**src/rtl/spi_ram_master_ctrl_if.sv**
```systemverilog
// Host-side request/response bundle for the SPI-RAM master controller.
interface spi_ram_master_ctrl_if #(
    parameter int MEM_WIDTH = 8
);
    logic                 req_valid;
    logic                 req_ready;
    logic                 req_write;
    logic [MEM_WIDTH-1:0] req_addr;
    logic [MEM_WIDTH-1:0] req_wdata;
    logic                 rsp_valid;
    logic [MEM_WIDTH-1:0] rsp_rdata;
    logic                 busy;

    // Host agent side
    modport master (
        output req_valid, req_write, req_addr, req_wdata,
        input  req_ready, rsp_valid, rsp_rdata, busy
    );

    // Controller side
    modport slave (
        input  req_valid, req_write, req_addr, req_wdata,
        output req_ready, rsp_valid, rsp_rdata, busy
    );
endinterface

```
**src/rtl/spi_ram_master_ctrl.sv**
```systemverilog
// SPI-RAM master: turns one host write/read request into the slave's two
// frames (address, then data) and returns a one-cycle completion strobe.
module spi_ram_master_ctrl #(
    parameter int MEM_WIDTH = 8,
    parameter int RD_GAP    = 2
) (
    input  logic                  clk,
    input  logic                  rst,
    spi_ram_master_ctrl_if.slave  host,
    output logic                  SS_n,
    output logic                  MOSI,
    input  logic                  MISO
);
    // One SPI word is the 2-bit command followed by the payload.
    localparam int FW = MEM_WIDTH + 2;
    localparam logic [3:0] SHIFT_LAST = 4'(FW - 1);
    localparam logic [3:0] CAP_LAST   = 4'(MEM_WIDTH - 1);
    localparam logic [3:0] GAP_LAST   = 4'(RD_GAP - 1);

    typedef enum logic [2:0] {IDLE, SEL, SHIFT, RD_WAIT, RD_CAP, END} state_t;

    state_t               state_q, state_d;
    logic                 frame_q, frame_d;   // 0 = address frame, 1 = data frame
    logic                 wr_q, wr_d;
    logic [MEM_WIDTH-1:0] addr_q, addr_d;
    logic [MEM_WIDTH-1:0] wdata_q, wdata_d;
    logic [FW-1:0]        sh_q, sh_d;
    logic [3:0]           cnt_q, cnt_d;
    logic [MEM_WIDTH-2:0] cap_q, cap_d;       // top bit lives only in cap_full
    logic                 ss_n_q, ss_n_d;
    logic                 mosi_q, mosi_d;
    logic                 rsp_valid_q, rsp_valid_d;
    logic [MEM_WIDTH-1:0] rsp_rdata_q, rsp_rdata_d;

    logic [1:0]           cmd;
    logic [FW-1:0]        word;
    logic [MEM_WIDTH-1:0] cap_full;

    // Frame word for the current frame; cmd[1] selects read, cmd[0] the data frame.
    always_comb begin
        cmd      = {~wr_q, frame_q};
        word     = {cmd, (frame_q ? (wr_q ? wdata_q : '0) : addr_q)};
        cap_full = {cap_q, MISO};
    end

    // Next-state and registered-output logic for the sequencer.
    always_comb begin
        state_d     = state_q;
        frame_d     = frame_q;
        wr_d        = wr_q;
        addr_d      = addr_q;
        wdata_d     = wdata_q;
        sh_d        = sh_q;
        cnt_d       = cnt_q;
        cap_d       = cap_q;
        ss_n_d      = ss_n_q;
        mosi_d      = mosi_q;
        rsp_valid_d = 1'b0;
        rsp_rdata_d = rsp_rdata_q;
        case (state_q)
            IDLE: begin
                if (host.req_valid) begin
                    wr_d    = host.req_write;
                    addr_d  = host.req_addr;
                    wdata_d = host.req_wdata;
                    frame_d = 1'b0;
                    ss_n_d  = 1'b0;
                    mosi_d  = ~host.req_write;
                    state_d = SEL;
                end
            end
            SEL: begin
                // The slave samples cmd[1] here, then sees the whole word.
                mosi_d  = word[FW-1];
                sh_d    = {word[FW-2:0], 1'b0};
                cnt_d   = '0;
                state_d = SHIFT;
            end
            SHIFT: begin
                if (cnt_q == SHIFT_LAST) begin
                    cnt_d  = '0;
                    mosi_d = 1'b0;
                    if (frame_q && !wr_q) begin
                        state_d = (RD_GAP == 0) ? RD_CAP : RD_WAIT;
                    end else begin
                        ss_n_d      = 1'b1;
                        rsp_valid_d = frame_q;
                        state_d     = END;
                    end
                end else begin
                    mosi_d = sh_q[FW-1];
                    sh_d   = {sh_q[FW-2:0], 1'b0};
                    cnt_d  = cnt_q + 4'd1;
                end
            end
            RD_WAIT: begin
                // Give the slave/RAM time to present read data on MISO.
                if (cnt_q == GAP_LAST) begin
                    cnt_d   = '0;
                    state_d = RD_CAP;
                end else begin
                    cnt_d = cnt_q + 4'd1;
                end
            end
            RD_CAP: begin
                cap_d = cap_full[MEM_WIDTH-2:0];
                if (cnt_q == CAP_LAST) begin
                    ss_n_d      = 1'b1;
                    rsp_valid_d = 1'b1;
                    rsp_rdata_d = cap_full;
                    state_d     = END;
                end else begin
                    cnt_d = cnt_q + 4'd1;
                end
            end
            END: begin
                if (!frame_q) begin
                    frame_d = 1'b1;
                    ss_n_d  = 1'b0;
                    mosi_d  = ~wr_q;
                    state_d = SEL;
                end else begin
                    state_d = IDLE;
                end
            end
            default: begin
                ss_n_d  = 1'b1;
                mosi_d  = 1'b0;
                state_d = IDLE;
            end
        endcase
    end

    // State and output registers; reset drops the transaction and releases SS_n.
    always_ff @(posedge clk or posedge rst) begin
        if (rst) begin
            state_q     <= IDLE;
            frame_q     <= 1'b0;
            wr_q        <= 1'b0;
            addr_q      <= '0;
            wdata_q     <= '0;
            sh_q        <= '0;
            cnt_q       <= '0;
            cap_q       <= '0;
            ss_n_q      <= 1'b1;
            mosi_q      <= 1'b0;
            rsp_valid_q <= 1'b0;
            rsp_rdata_q <= '0;
        end else begin
            state_q     <= state_d;
            frame_q     <= frame_d;
            wr_q        <= wr_d;
            addr_q      <= addr_d;
            wdata_q     <= wdata_d;
            sh_q        <= sh_d;
            cnt_q       <= cnt_d;
            cap_q       <= cap_d;
            ss_n_q      <= ss_n_d;
            mosi_q      <= mosi_d;
            rsp_valid_q <= rsp_valid_d;
            rsp_rdata_q <= rsp_rdata_d;
        end
    end

    assign SS_n           = ss_n_q;
    assign MOSI           = mosi_q;
    assign host.req_ready = (state_q == IDLE);
    assign host.busy      = (state_q != IDLE);
    assign host.rsp_valid = rsp_valid_q;
    assign host.rsp_rdata = rsp_rdata_q;
endmodule

```
**src/flat_wrapper.sv**
```systemverilog
// flat-port wrapper written by rule: the top's interface ports become plain ports
module spi_ram_master_ctrl_flat 
#(
    parameter int MEM_WIDTH = 8,
    parameter int RD_GAP    = 2
)
  (clk, rst, SS_n, MOSI, MISO, host_req_valid, host_req_write, host_req_addr, host_req_wdata, host_req_ready, host_rsp_valid, host_rsp_rdata, host_busy);
  spi_ram_master_ctrl_if #(.MEM_WIDTH(MEM_WIDTH)) host_i ();
  input  logic clk;
  input  logic rst;
  output logic SS_n;
  output logic MOSI;
  input  logic MISO;
  input wire logic [$bits(host_i.req_valid)-1:0] host_req_valid;
  input wire logic [$bits(host_i.req_write)-1:0] host_req_write;
  input wire logic [$bits(host_i.req_addr)-1:0] host_req_addr;
  input wire logic [$bits(host_i.req_wdata)-1:0] host_req_wdata;
  output wire logic [$bits(host_i.req_ready)-1:0] host_req_ready;
  output wire logic [$bits(host_i.rsp_valid)-1:0] host_rsp_valid;
  output wire logic [$bits(host_i.rsp_rdata)-1:0] host_rsp_rdata;
  output wire logic [$bits(host_i.busy)-1:0] host_busy;
  assign host_i.req_valid = host_req_valid;
  assign host_i.req_write = host_req_write;
  assign host_i.req_addr = host_req_addr;
  assign host_i.req_wdata = host_req_wdata;
  assign host_req_ready = host_i.req_ready;
  assign host_rsp_valid = host_i.rsp_valid;
  assign host_rsp_rdata = host_i.rsp_rdata;
  assign host_busy = host_i.busy;
  spi_ram_master_ctrl #(.MEM_WIDTH(MEM_WIDTH), .RD_GAP(RD_GAP)) u_core (.clk(clk), .rst(rst), .host(host_i), .SS_n(SS_n), .MOSI(MOSI), .MISO(MISO));
endmodule
```
**config.mk**
```make
export PLATFORM = sky130hd
export DESIGN_NAME = spi_ram_master_ctrl_flat
export DESIGN_NICKNAME = d
export VERILOG_FILES = /design/src/rtl/spi_ram_master_ctrl_if.sv /design/src/rtl/spi_ram_master_ctrl.sv /design/src/flat_wrapper.sv
export SDC_FILE = /design/constraint.sdc
export NUM_CORES = 1
export LEC_CHECK = 0
export BUFFER_PORTS_ARGS = -buffer_cell sky130_fd_sc_hd__buf_4
export CORE_ASPECT_RATIO = 2
export CORE_MARGIN = 2
export CORE_UTILIZATION = 30
export DETAILED_ROUTE_END_ITERATION = 7
export PLACE_DENSITY = 0.52
export REMOVE_ABC_BUFFERS = 1
export SLEW_MARGIN = 20
export SYNTH_ARGS = -nofsm -noshare
export SYNTH_HDL_FRONTEND = slang
export SYNTH_SLANG_ARGS = --single-unit
export TNS_END_PERCENT = 5
```
**constraint.sdc**
```tcl
create_clock -name clk -period 2 [get_ports clk]
set_input_delay 0.4 -clock clk [delete_from_list [all_inputs] [get_ports clk]]
set_output_delay 0.4 -clock clk [all_outputs]
set_load 0.02 [all_outputs]
```
==> key figures, run 1 <==
Yosys
  • Synth async-reset ratio: 1.000
  • Ys Warns: 0
  • Post-synthesis sequential area ratio: 0.4993
  • Mapped Area: about 2600 sq um
  • Main synth FF type: dfrtp_1
  • Mean Syn Cell Area: ~11 sq um
  • Post-synth EDFFs: 0
  • Unique masters post-synth: between 40 and 50
  • Synth Instances: 229
  • #FFs+latches synth: 52

Clock tree
  • Post-CTS Hold Fix Bufs: 0
  • CTS resizes: 0
  • CTS max path bufs: 2
  • H-tree depth: 2
  • Setup Fix Bufs, Post-CTS: 0
  • CTS buffer count: 5
  • Clk_lat worst skew: about 0.30 ns
  • Root buffer cell: clkbuf_16
  • CTS tree: built
  • CTS Sinks: between 50 and 60
  • Clk pin slew, worst setup/hold paths: approximately 0.07 ns

Timing
  • Final Hold Viols: 0
  • Unrepaired setup endpoints after global routing: no
  • Final setup vio count: 0
  • Period utilization: 0.9396
  • FMAX: 532.1 MHz
  • Slew @ Worst Pin: 0.4375 ns
  • Max Slew Vio Count: 0
  • Setup TNS Final: 0 ns
  • Min Tclk post-route: roughly 1.9 ns
  • Clock skew: approximately 0.0060 ns
  • Worst rel slew slack: 0.7046
  • Post-route setup slack: 0.1207 ns

Final layout
  • Design Area, Final: 3166 sq um
  • ANT cells: 0
  • Layout net count: roughly 290
  • Area delta synth->final: 21.34%
  • Layout cells sized above 1: 0.3630
  • Fill cells: just under 900

Drt
  • Residual DRC: 0
  • Total number of vias: between 1,500 and 2,000
  • Iter 0 DRT Violations: 110
  • Final wirelength: ~5700 microns
  • Wire per inst: approximately 15 microns
  • Vias/cell: 5.116
  • DR pass1 iterations: 4
  • Post-route ant nets: 0

Worst setup path
  • Critical path arrival: about 2 ns
  • Worst reg2reg path startpoint: u_core.cnt_q[0]$_DFFE_PP0P_
  • WP data required: 2.18 ns
  • Critical-path top delay cell: or4_4
  • Max incr delay on CP: 0.64 ns
  • CP Cell Sequence: ha_1 > inv_1 > or4_4 > mux2_4
  • Nature of the critical path startpoint: register
  • Crit path from: u_core.cnt_q[0]$_DFFE_PP0P_
  • Setup Crit Path Kind: reg2reg
  • CP Capture Type: register
  • Max FO, Critical Path: 11

Place
  • GP Congestion: 0.8464
  • HPWL Detailed: 4199 microns
  • Worst Setup Slack post-DPL: between 0.1 and 0.15 ns
  • Port-buffer cells: 33
  • Area of placed instances: about 3000 sq um

Floorplan
  • Die width: approximately 70 microns
  • Core outline area: roughly 8500 sq um
  • Die ar.: about 9500 sq um
  • FP Rows: 48
  • I/O pin count: 34
  • Height of the die: 135.9 microns
  • Initial Util: 0.3059

Run
  • Max cap viols: 0

Pwr
  • Worst vdd ir: 0.6854 mV
  • PD cells: roughly 1400 nW/um^2
  • Tot Pwr: approximately 4500 uW
  • Leak pwr: around 0.0015 uW

Status
  • Status: complete, no violations

Hold path
  • Hold Path Class: in2async

Global routing
  • GRT overflow: 0
  • Vias in the first global route: 1,890
  • Largest net degree at the start of global routing: 53
  • Total GRT Usage: 0.1278
  • First-pass GRT wire length: approximately 9400 microns
  • Antenna violations before repair: 0
cells in the final DEF, fill, tap and decap left out, types with 3 or more instances in the layout:
| cell | Yosys | routed |
|---|---|---|
| a21oi_1 | 20 | 20 |
| buf_4 | 1 | 45 |
| clkbuf_16 | 0 | 5 |
| dfrtp_1 | 51 | 50 |
| inv_1 | 14 | 13 |
| mux2_2 | 26 | 26 |
| mux2_4 | 8 | 8 |
| mux2i_1 | 9 | 9 |
| nand2_1 | 11 | 11 |
| nand2b_1 | 11 | 11 |
| nand3_1 | 10 | 10 |
| nor2_1 | 6 | 6 |
| nor3_1 | 3 | 3 |
| o21ai_0 | 8 | 8 |
power breakdown:
part,internal (uW),switching (uW),total [uW]
Sequential,1430,249,1670
Clock,469,406,875
Combinational,915,1040,1950
worst paths after layout:
kind | slack [ns] | cells past startpoint | endpoint
worst max-delay path | 0.12 | 4 | u_core.host.rsp_rdata[1]$_DFFE_PP0P_
worst min-delay path | 0.15 | 3 | u_core.wdata_q[2]$_DFFE_PP0P_
worst max register to register | 0.12 | 4 | u_core.host.rsp_rdata[1]$_DFFE_PP0P_
worst min register to register | 0.51 | 1 | u_core.wdata_q[0]$_DFFE_PP0P_
max in group asynchronous | 1.56 | 3 | u_core.SS_n$_DFFE_PP1P_
min in group clk | 0.33 | 2 | u_core.wdata_q[3]$_DFFE_PP0P_
state kept, by name, summed over array words and instances, names as in the netlist:
name,flops
u_core.SS_n,1
u_core.cap_q,7
u_core.host.rsp_rdata,8
u_core.cnt_q,4
u_core.sh_q,9
u_core.MOSI,1
u_core.host.rsp_valid,1
u_core.addr_q,8
u_core.frame_q,1
u_core.state_q,3
u_core.wdata_q,8
u_core.wr_q,1
cells in the mapped netlist, types with 3 or more instances:
master    number  area [sq um]
buf_2          6         30.03
clkbuf_1       4         15.01
nand3_1       10         50.05
a21oi_1       20         100.1
o21ai_0        8         40.04
mux2i_1        9         90.09
inv_1         14         52.55
nor3_1         3         15.01
nor2_1         6         22.52
mux2_2        26         292.8
nand2b_1      11         68.82
mux2_4         8         120.1
nand2_1       11         41.29
dfrtp_1       51          1276
routing by layer:
layer	vias up	part of all wire	track usage
met5	-	0	0
met4	0	0.039	0.07372
met3	13	0.034	0.02372
met2	44	0.55	0.2354
met1	932	0.38	0.1327
li1	904	-	-
cell families (layout without fill, tap and decap cells):
family,count (synthesis),after routing,share of synthesized area
adders and majority gates,2,2,0.009591
muxes,43,43,0.1928
DFF,52,52,0.4993
buffers and inverters,28,69,0.05036
AOI/OAI and AO/OA,50,50,0.1257
and+or+nand+nor,54,54,0.1223
through the flow:
step	utilization	hold slack (ns)	std cells
global placement	0.3537	0.4764	362
CTS	0.3710	0.1616	370
global route	0.3712	0.1742	370
detailed placement	0.3537	0.4810	362
floorplan	-	0.4727	216
finish	0.3712	0.1465	370
cell type report:
class | instances | area (sq um) | area share
multi-input cells | 149 | 1175 | 0.3711
clock buffers | 5 | 125.1 | 0.03953
clock inverters | 3 | 22.52 | 0.007115
flip-flops and latches | 52 | 1304 | 0.4119
repair buffers | 46 | 357.8 | 0.1130
well taps | 100 | 125.1 | 0.03953
inverters | 15 | 56.30 | 0.01779
worst max-delay path: cells and delay by family (launching register included):
family | cells | cell delay (ns)
and+or+nand+nor | 1 | 0.64
buffers and inverters | 1 | 0.08
adders and majority gates | 1 | 0.29
DFF | 1 | 0.41
muxes | 1 | 0.33
Power figures use the tool's default switching activity.
==> run 2, diff against run 1 <==
--- a/config.mk
+++ b/config.mk
@@ -6,11 +6,13 @@
 export NUM_CORES = 1
 export LEC_CHECK = 0
 export BUFFER_PORTS_ARGS = -buffer_cell sky130_fd_sc_hd__buf_4
+export CELL_PAD_IN_SITES_DETAIL_PLACEMENT = 1
+export CELL_PAD_IN_SITES_GLOBAL_PLACEMENT = 1
 export CORE_ASPECT_RATIO = 2
 export CORE_MARGIN = 2
 export CORE_UTILIZATION = 30
 export DETAILED_ROUTE_END_ITERATION = 7
-export PLACE_DENSITY = 0.52
+export PLACE_DENSITY = 0.61
 export REMOVE_ABC_BUFFERS = 1
 export SLEW_MARGIN = 20
 export SYNTH_ARGS = -nofsm -noshare
==> run 2 against run 1 <==
Against the previous run: global-route usage increased by 2.1 points; clock skew decreased by 0.00095 ns; count of clock-buffer cells in the layout increased by 1; flip-flop and latch count unchanged; critical path type is now reg2out; largest cell class unchanged; highest routed layer unchanged.
==> key figures, run 2 (synthesized netlist as in run 1, its figures left out) <==
Place
  • Port-buffer cells: 33 (unchanged)
  • GP Congestion: 0.8242 (-2.6%)
  • HPWL Detailed: 4948 microns (+18%)
  • Placed Cells: 365 (+0.83%)

Drt
  • Residual DRC: 0 (unchanged)
  • DR pass1 iterations: 4 (unchanged)
  • Iter 0 DRT Violations: 57 (-48%)
  • Wire per inst: 17.37 microns (+13%)
  • Post-route ant nets: 0 (unchanged)
  • Final wirelength: 6478 microns (+14%)
  • Vias/cell: 5.134 (+0.35%)
  • Total number of vias: 1,915 (+1.2%)

Final layout
  • Area delta synth->final: 23.45%
  • ANT cells: 0 (unchanged)
  • Commonest non-fill, non-tap cell in the layout: dfrtp_1
  • Fill cells: 966 (+9.0%)
  • Largest register FFs: 9 (unchanged)
  • Finished Core Util: 0.3776 (+0.006456)
  • Commonest non-fill, non-tap cells in the layout: dfrtp_1, buf_4, mux2_2, a21oi_1, inv_1
  • Fin cells: 373 (+0.81%)
  • Layout cells sized above 1: 0.3663 (+0.003337)
  • Layout net count: 295 (+1.0%)
  • Largest register by flop count: u_core.sh_q

Worst setup path
  • Nature of the critical path startpoint: register
  • Max FO, Critical Path: 15 (+4)
  • Setup Crit Path Kind: reg2out
  • WP data required: 1.60 ns (-0.58 ns)
  • Critical path arrival: 1.49 ns (-0.57 ns)
  • CP Capture Type: primary output

Floorplan
  • Initial Util: 0.3059 (unchanged)
  • Height of the die: 135.9 microns (unchanged)
  • I/O pin count: 34 (unchanged)
  • Die width: 69.94 microns (unchanged)
  • FP Rows: 48 (unchanged)
  • Core outline area: 8528 sq um (unchanged)
  • Die ar.: 9503 sq um (unchanged)

Timing
  • FMAX: 527.9 MHz (-0.79%)
  • Period utilization: 0.9471 (+0.007464)
  • Worst rel slew slack: 0.6967 (-0.007951)
  • Final Hold Viols: 0 (unchanged)
  • Max Slew Vio Count: 0 (unchanged)
  • Min Hold Slack: 0.1158 ns (-0.03068 ns)
  • Slew @ Worst Pin: 0.4543 ns (+0.01682 ns)
  • Unrepaired setup endpoints after global routing: no
  • Final setup vio count: 0 (unchanged)
  • Clock skew: 0.005060 ns (-0.0009469 ns)
  • Min Tclk post-route: 1.894 ns (+0.01493 ns)

Clock tree
  • Root buffer cell: clkbuf_16
  • Clk pin slew, worst setup/hold paths: 0.07 ns (about the same)
  • Post-CTS Hold Fix Bufs: 0 (unchanged)
  • H-tree depth: 2 (unchanged)
  • Setup Fix Bufs, Post-CTS: 0 (unchanged)
  • CTS Sinks: 52 (unchanged)
  • Clk_lat worst skew: 0.29 ns (about the same)
  • CTS tree: built
  • CTS buffer count: 5 (unchanged)
  • CTS max path bufs: 2 (unchanged)

Pwr
  • PD cells: 1470 nW/um^2 (+3.3%)
  • Leak pwr: 0.001490 uW (+1.8%)
  • Tot Pwr: 4733 uW (+5.1%)
  • Worst vdd ir: 0.4443 mV (-35%)

Global routing
  • Largest net degree at the start of global routing: 24 (-55%)
  • First-pass GRT wire length: 10,840 microns (+15%)
  • Antenna violations before repair: 0 (unchanged)
  • Total GRT Usage: 0.1484 (+0.02066)
  • GRT overflow: 0 (unchanged)
  • Vias in the first global route: 2,143 (+13%)

Run
  • Max cap viols: 0 (unchanged)

Status
  • Status: complete, no violations

Hold path
  • Hold Path Class: in2async
==> run 2: worst max-delay path: stages (launching register included) <==
cell and delay, ns:
dfrtp_2 0.51, buf_4 0.20, nor3_1 0.25, inv_1 0.08, buf_4 0.16
==> run 2: final timing paths <==
check	cells past startpoint	slack, ns	from	endpoint
worst max-delay path	4	0.11	u_core.state_q[1]$_DFFE_PP0P_	host_busy
worst min-delay path	2	0.12	rst	u_core.wdata_q[2]$_DFFE_PP0P_
worst max register to register	4	0.16	u_core.cnt_q[0]$_DFFE_PP0P_	u_core.host.rsp_rdata[0]$_DFFE_PP0P_
worst min register to register	1	0.51	u_core.wdata_q[0]$_DFFE_PP0P_	u_core.wdata_q[0]$_DFFE_PP0P_
max in group asynchronous	3	1.32	rst	u_core.SS_n$_DFFE_PP1P_
min in group clk	2	0.33	host_req_wdata[3]	u_core.wdata_q[3]$_DFFE_PP0P_
==> run 2: metal layers <==
metal	vias up	share of wire	global-route usage
met4	0	0.027	0.06944
met2	28	0.60	0.2899
met5	-	0	0
li1	899	-	-
met1	979	0.34	0.1467
met3	9	0.026	0.02743
==> run 2: repair_timing <==
item / 4_1_cts / 5_1_grt
hold endpoints to repair: 0 / 0
setup endpoints to repair: 0 / 2
gates resized for setup: 0 / 1
==> run 2: final cells by class <==
class                      instances  area (sq um)  area share
multi-input combinational        149          1175      0.3648
clock buffer                       6         128.9     0.04002
sequential                        52          1304      0.4048
clock inverter                     2         38.79     0.01204
timing repair buffer              49         392.9      0.1220
inverter                          15         56.30     0.01748
tap                              100         125.1     0.03885
==> run 2: power breakdown <==
group          leakage (uW)  internal, uW  switching (uW)  total (uW)
Sequential         0.000660          1430             291        1720
Combinational      0.000749           972            1050        2020
Clock             0.0000815           596             398         994
Total               0.00149          2990            1740        4730
==> run 2: stage by stage <==
stage / setup WS, ns / instance area, sq um / TNS, ns
floorplan: -0.07268 / 2534 / -1.235
global placement: 0.2005 / 3052 / 0
detailed placement: 0.1623 / 3052 / 0
CTS: 0.01365 / 3219 / 0
global route: 0.02486 / 3221 / 0
finish: 0.1058 / 3221 / 0
==> run 3, diff against run 2 <==
--- a/config.mk
+++ b/config.mk
@@ -5,6 +5,7 @@
 export SDC_FILE = /design/constraint.sdc
 export NUM_CORES = 1
 export LEC_CHECK = 0
+export ABC_AREA = 1
 export BUFFER_PORTS_ARGS = -buffer_cell sky130_fd_sc_hd__buf_4
 export CELL_PAD_IN_SITES_DETAIL_PLACEMENT = 1
 export CELL_PAD_IN_SITES_GLOBAL_PLACEMENT = 1
@@ -12,7 +13,7 @@
 export CORE_MARGIN = 2
 export CORE_UTILIZATION = 30
 export DETAILED_ROUTE_END_ITERATION = 7
-export PLACE_DENSITY = 0.61
+export PLACE_DENSITY = 0.64
 export REMOVE_ABC_BUFFERS = 1
 export SLEW_MARGIN = 20
 export SYNTH_ARGS = -nofsm -noshare
==> run 3 against run 2 <==
Against the previous run: hold slack got worse by 0.010 ns; core utilization fell by 0.46 points; first-iteration DRC count rose by 16%; largest power group unchanged.
==> key figures, run 3 <==
Status
  • Status: complete, no violations

Worst setup path
  • Critical-path top delay cell: dfrtp_1
  • Setup slack, reg-to-reg: 0.31 ns (+0.15 ns)
  • Reg2Reg Depth: 7 (+3)
  • CP Cell Sequence: nor2_2 > nand2_2 > inv_1 > buf_4
  • Crit path from: u_core.state_q[1]$_DFFE_PP0P_
  • Worst reg2reg path startpoint: u_core.state_q[0]$_DFFE_PP0P_
  • Critical path arrival: 1.40 ns (-0.09 ns)
  • Max FO, Critical Path: 6 (-9)
  • Worst reg2reg endpoint: u_core.SS_n$_DFFE_PP1P_
  • Setup Crit Path Kind: reg2out
  • CP Capture Type: primary output
  • WP data required: 1.60 ns (about the same)
  • Max incr delay on CP: 0.49 ns (-0.02 ns)
  • Nature of the critical path startpoint: register

Drt
  • Vias/cell: 4.759 (-7.3%)
  • Residual DRC: 0 (unchanged)
  • DR pass1 iterations: 4 (unchanged)
  • Iter 0 DRT Violations: 66 (+16%)
  • Post-route ant nets: 0 (unchanged)
  • Final wirelength: 6490 microns (+0.19%)
  • Total number of vias: 2,194 (+15%)
  • Wire per inst: 14.08 microns (-19%)

Timing
  • Slew @ Worst Pin: 0.5610 ns (+0.1067 ns)
  • Final setup vio count: 0 (unchanged)
  • Final Hold Viols: 0 (unchanged)
  • Min Hold Slack: 0.1054 ns (-0.01041 ns)
  • Setup TNS Final: 0 ns (unchanged)
  • Period utilization: 0.9019 (-0.04517)
  • Max Slew Vio Count: 0 (unchanged)
  • Min Tclk post-route: 1.804 ns (-0.09034 ns)
  • Worst rel slew slack: 0.6249 (-0.07174)
  • Clock skew: 0.008805 ns (+0.003745 ns)
  • FMAX: 554.4 MHz (+5.0%)
  • Unrepaired setup endpoints after global routing: no

Run
  • Max cap viols: 0 (unchanged)

Place
  • GP Congestion: 0.7964 (-3.4%)
  • HPWL Detailed: 5035 microns (+1.8%)
  • Port-buffer cells: 33 (unchanged)
  • Area of placed instances: 2948 sq um (-3.4%)

Clock tree
  • CTS Sinks: 52 (unchanged)
  • CTS max path bufs: 2 (unchanged)
  • CTS buffer count: 5 (unchanged)
  • Root buffer cell: clkbuf_16
  • Clk_lat worst skew: 0.30 ns (about the same)
  • Setup Fix Bufs, Post-CTS: 0 (unchanged)
  • CTS tree: built
  • CTS resizes: 0 (unchanged)
  • Post-CTS Hold Fix Bufs: 0 (unchanged)
  • Clk pin slew, worst setup/hold paths: 0.07 ns (about the same)
  • H-tree depth: 2 (unchanged)

Yosys
  • Most frequent cells after synthesis: nand2_1, dfrtp_1, inv_1
  • Ys Warns: 0 (unchanged)
  • Post-synthesis sequential area ratio: 0.5093 (+0.01001)
  • Mean Syn Cell Area: 7.942 sq um (-30%)
  • Synth async-reset ratio: 1.000 (unchanged)
  • Area leader, netlist: dfrtp_1
  • Post-synth EDFFs: 0 (unchanged)
  • Synth area leaders: dfrtp_1, nand2_1, nand3_1
  • Unique masters post-synth: 25 (-48%)
  • Most numerous cell in the Yosys netlist: nand2_1
  • #FFs+latches synth: 52 (unchanged)
  • Main synth FF type: dfrtp_1
  • Mapped Area: 2557 sq um (-2.0%)
  • Synth top area share: 0.4990 (+0.009813)
  • Synth Instances: 322 (+41%)

Global routing
  • Total GRT Usage: 0.1525 (+0.004101)
  • Antenna violations before repair: 0 (unchanged)
  • GRT overflow: 0 (unchanged)
  • Largest net degree at the start of global routing: 25 (+4.2%)
  • First-pass GRT wire length: 11,210 microns (+3.4%)
  • Vias in the first global route: 2,377 (+11%)

Final layout
  • Largest register by flop count: u_core.sh_q
  • Layout net count: 385 (+31%)
  • Area delta synth->final: 20.94%
  • Multi-input gate area: 1071 sq um (-8.8%)
  • Fill cells: 1,020 (+5.6%)
  • Commonest non-fill, non-tap cell in the layout: nand2_1
  • ANT cells: 0 (unchanged)
  • Layout cells sized above 1: 0.1928 (-0.1735)
  • Commonest non-fill, non-tap cells in the layout: nand2_1, dfrtp_1, buf_4, inv_1
  • Largest register FFs: 9 (unchanged)
  • FF+latch area: 1303 sq um (about the same)
  • Design Area, Final: 3093 sq um (-4.0%)

Pwr
  • Worst vdd ir: 0.5694 mV (+28%)
  • Leak pwr: 0.001590 uW (+6.7%)
  • PD cells: 1473 nW/um^2 (+0.22%)

Floorplan
  • Height of the die: 134.6 microns (-0.96%)
  • FP Rows: 47 (-2.1%)
  • Initial Util: 0.3084 (+0.002537)
  • Die ar.: 9324 sq um (-1.9%)
  • I/O pin count: 34 (unchanged)
  • Core outline area: 8292 sq um (-2.8%)
  • Die width: 69.29 microns (-0.94%)

Hold path
  • Hold Path Class: in2async
==> run 3: cell type report <==
| class | instances | area share |
|---|---|---|
| tap | 98 | 0.03964 |
| sequential | 52 | 0.4211 |
| clock buffer | 6 | 0.04167 |
| clock inverter | 2 | 0.005259 |
| inverter | 37 | 0.04490 |
| timing repair buffer | 40 | 0.1011 |
| multi-input combinational | 226 | 0.3463 |
==> run 3: worst max-delay path, delay by kind of cell (launching register included) <==
| family | cells | cell delay [ns] |
|---|---|---|
| DFF | 1 | 0.49 |
| and+or+nand+nor | 2 | 0.33 |
| buffers and inverters | 2 | 0.28 |
==> run 3: worst max-delay path by stage <==
stage	endpoint	slack, ns	depth (start not counted)
floorplan	u_core.MOSI$_DFFE_PP0P_	0.34	1
finish	host_req_ready	0.20	4
global route	host_req_ready	0.11	4
global placement	u_core.MOSI$_DFFE_PP0P_	0.36	7
detailed placement	u_core.MOSI$_DFFE_PP0P_	0.33	7
CTS	host_req_ready	0.18	4
==> run 3: cells by family after synthesis <==
logic type	count (synthesis)	synth area share
simple gates	178	0.3116
flops	52	0.5093
compound gates	45	0.09393
buf+inv	44	0.07191
fa+ha+maj	2	0.009783
xor+xnor	1	0.003425
==> run 3: stage by stage <==
stage	total power (uW)	utilization	setup WS, ns	std cells
floorplan	3093	-	0.3438	315
global placement	3696	0.3555	0.3583	453
detailed placement	3749	0.3555	0.3268	453
CTS	4650	0.3730	0.1817	461
global route	4976	0.3730	0.1075	461
finish	4555	0.3730	0.1961	461
==> run 3: per-layer routing <==
| metal | routed length [microns] | vias to the layer above | track usage | share of wire |
|---|---|---|---|---|
| li1 | - | 1100 | - | - |
| met1 | 2289 | 1057 | 0.1455 | 0.35 |
| met2 | 3874 | 26 | 0.3040 | 0.60 |
| met3 | 124 | 11 | 0.02313 | 0.019 |
| met4 | 201 | 0 | 0.07843 | 0.031 |
| met5 | 0 | - | 0 | 0 |
==> run 3: where the power goes <==
group          internal [uW]  switching (uW)  leakage [uW]  total, uW
sequential              1440             280      0.000665       1720
clock                    467             399     0.0000671        867
combinational            672            1290      0.000858       1970
total                   2580            1970       0.00159       4560
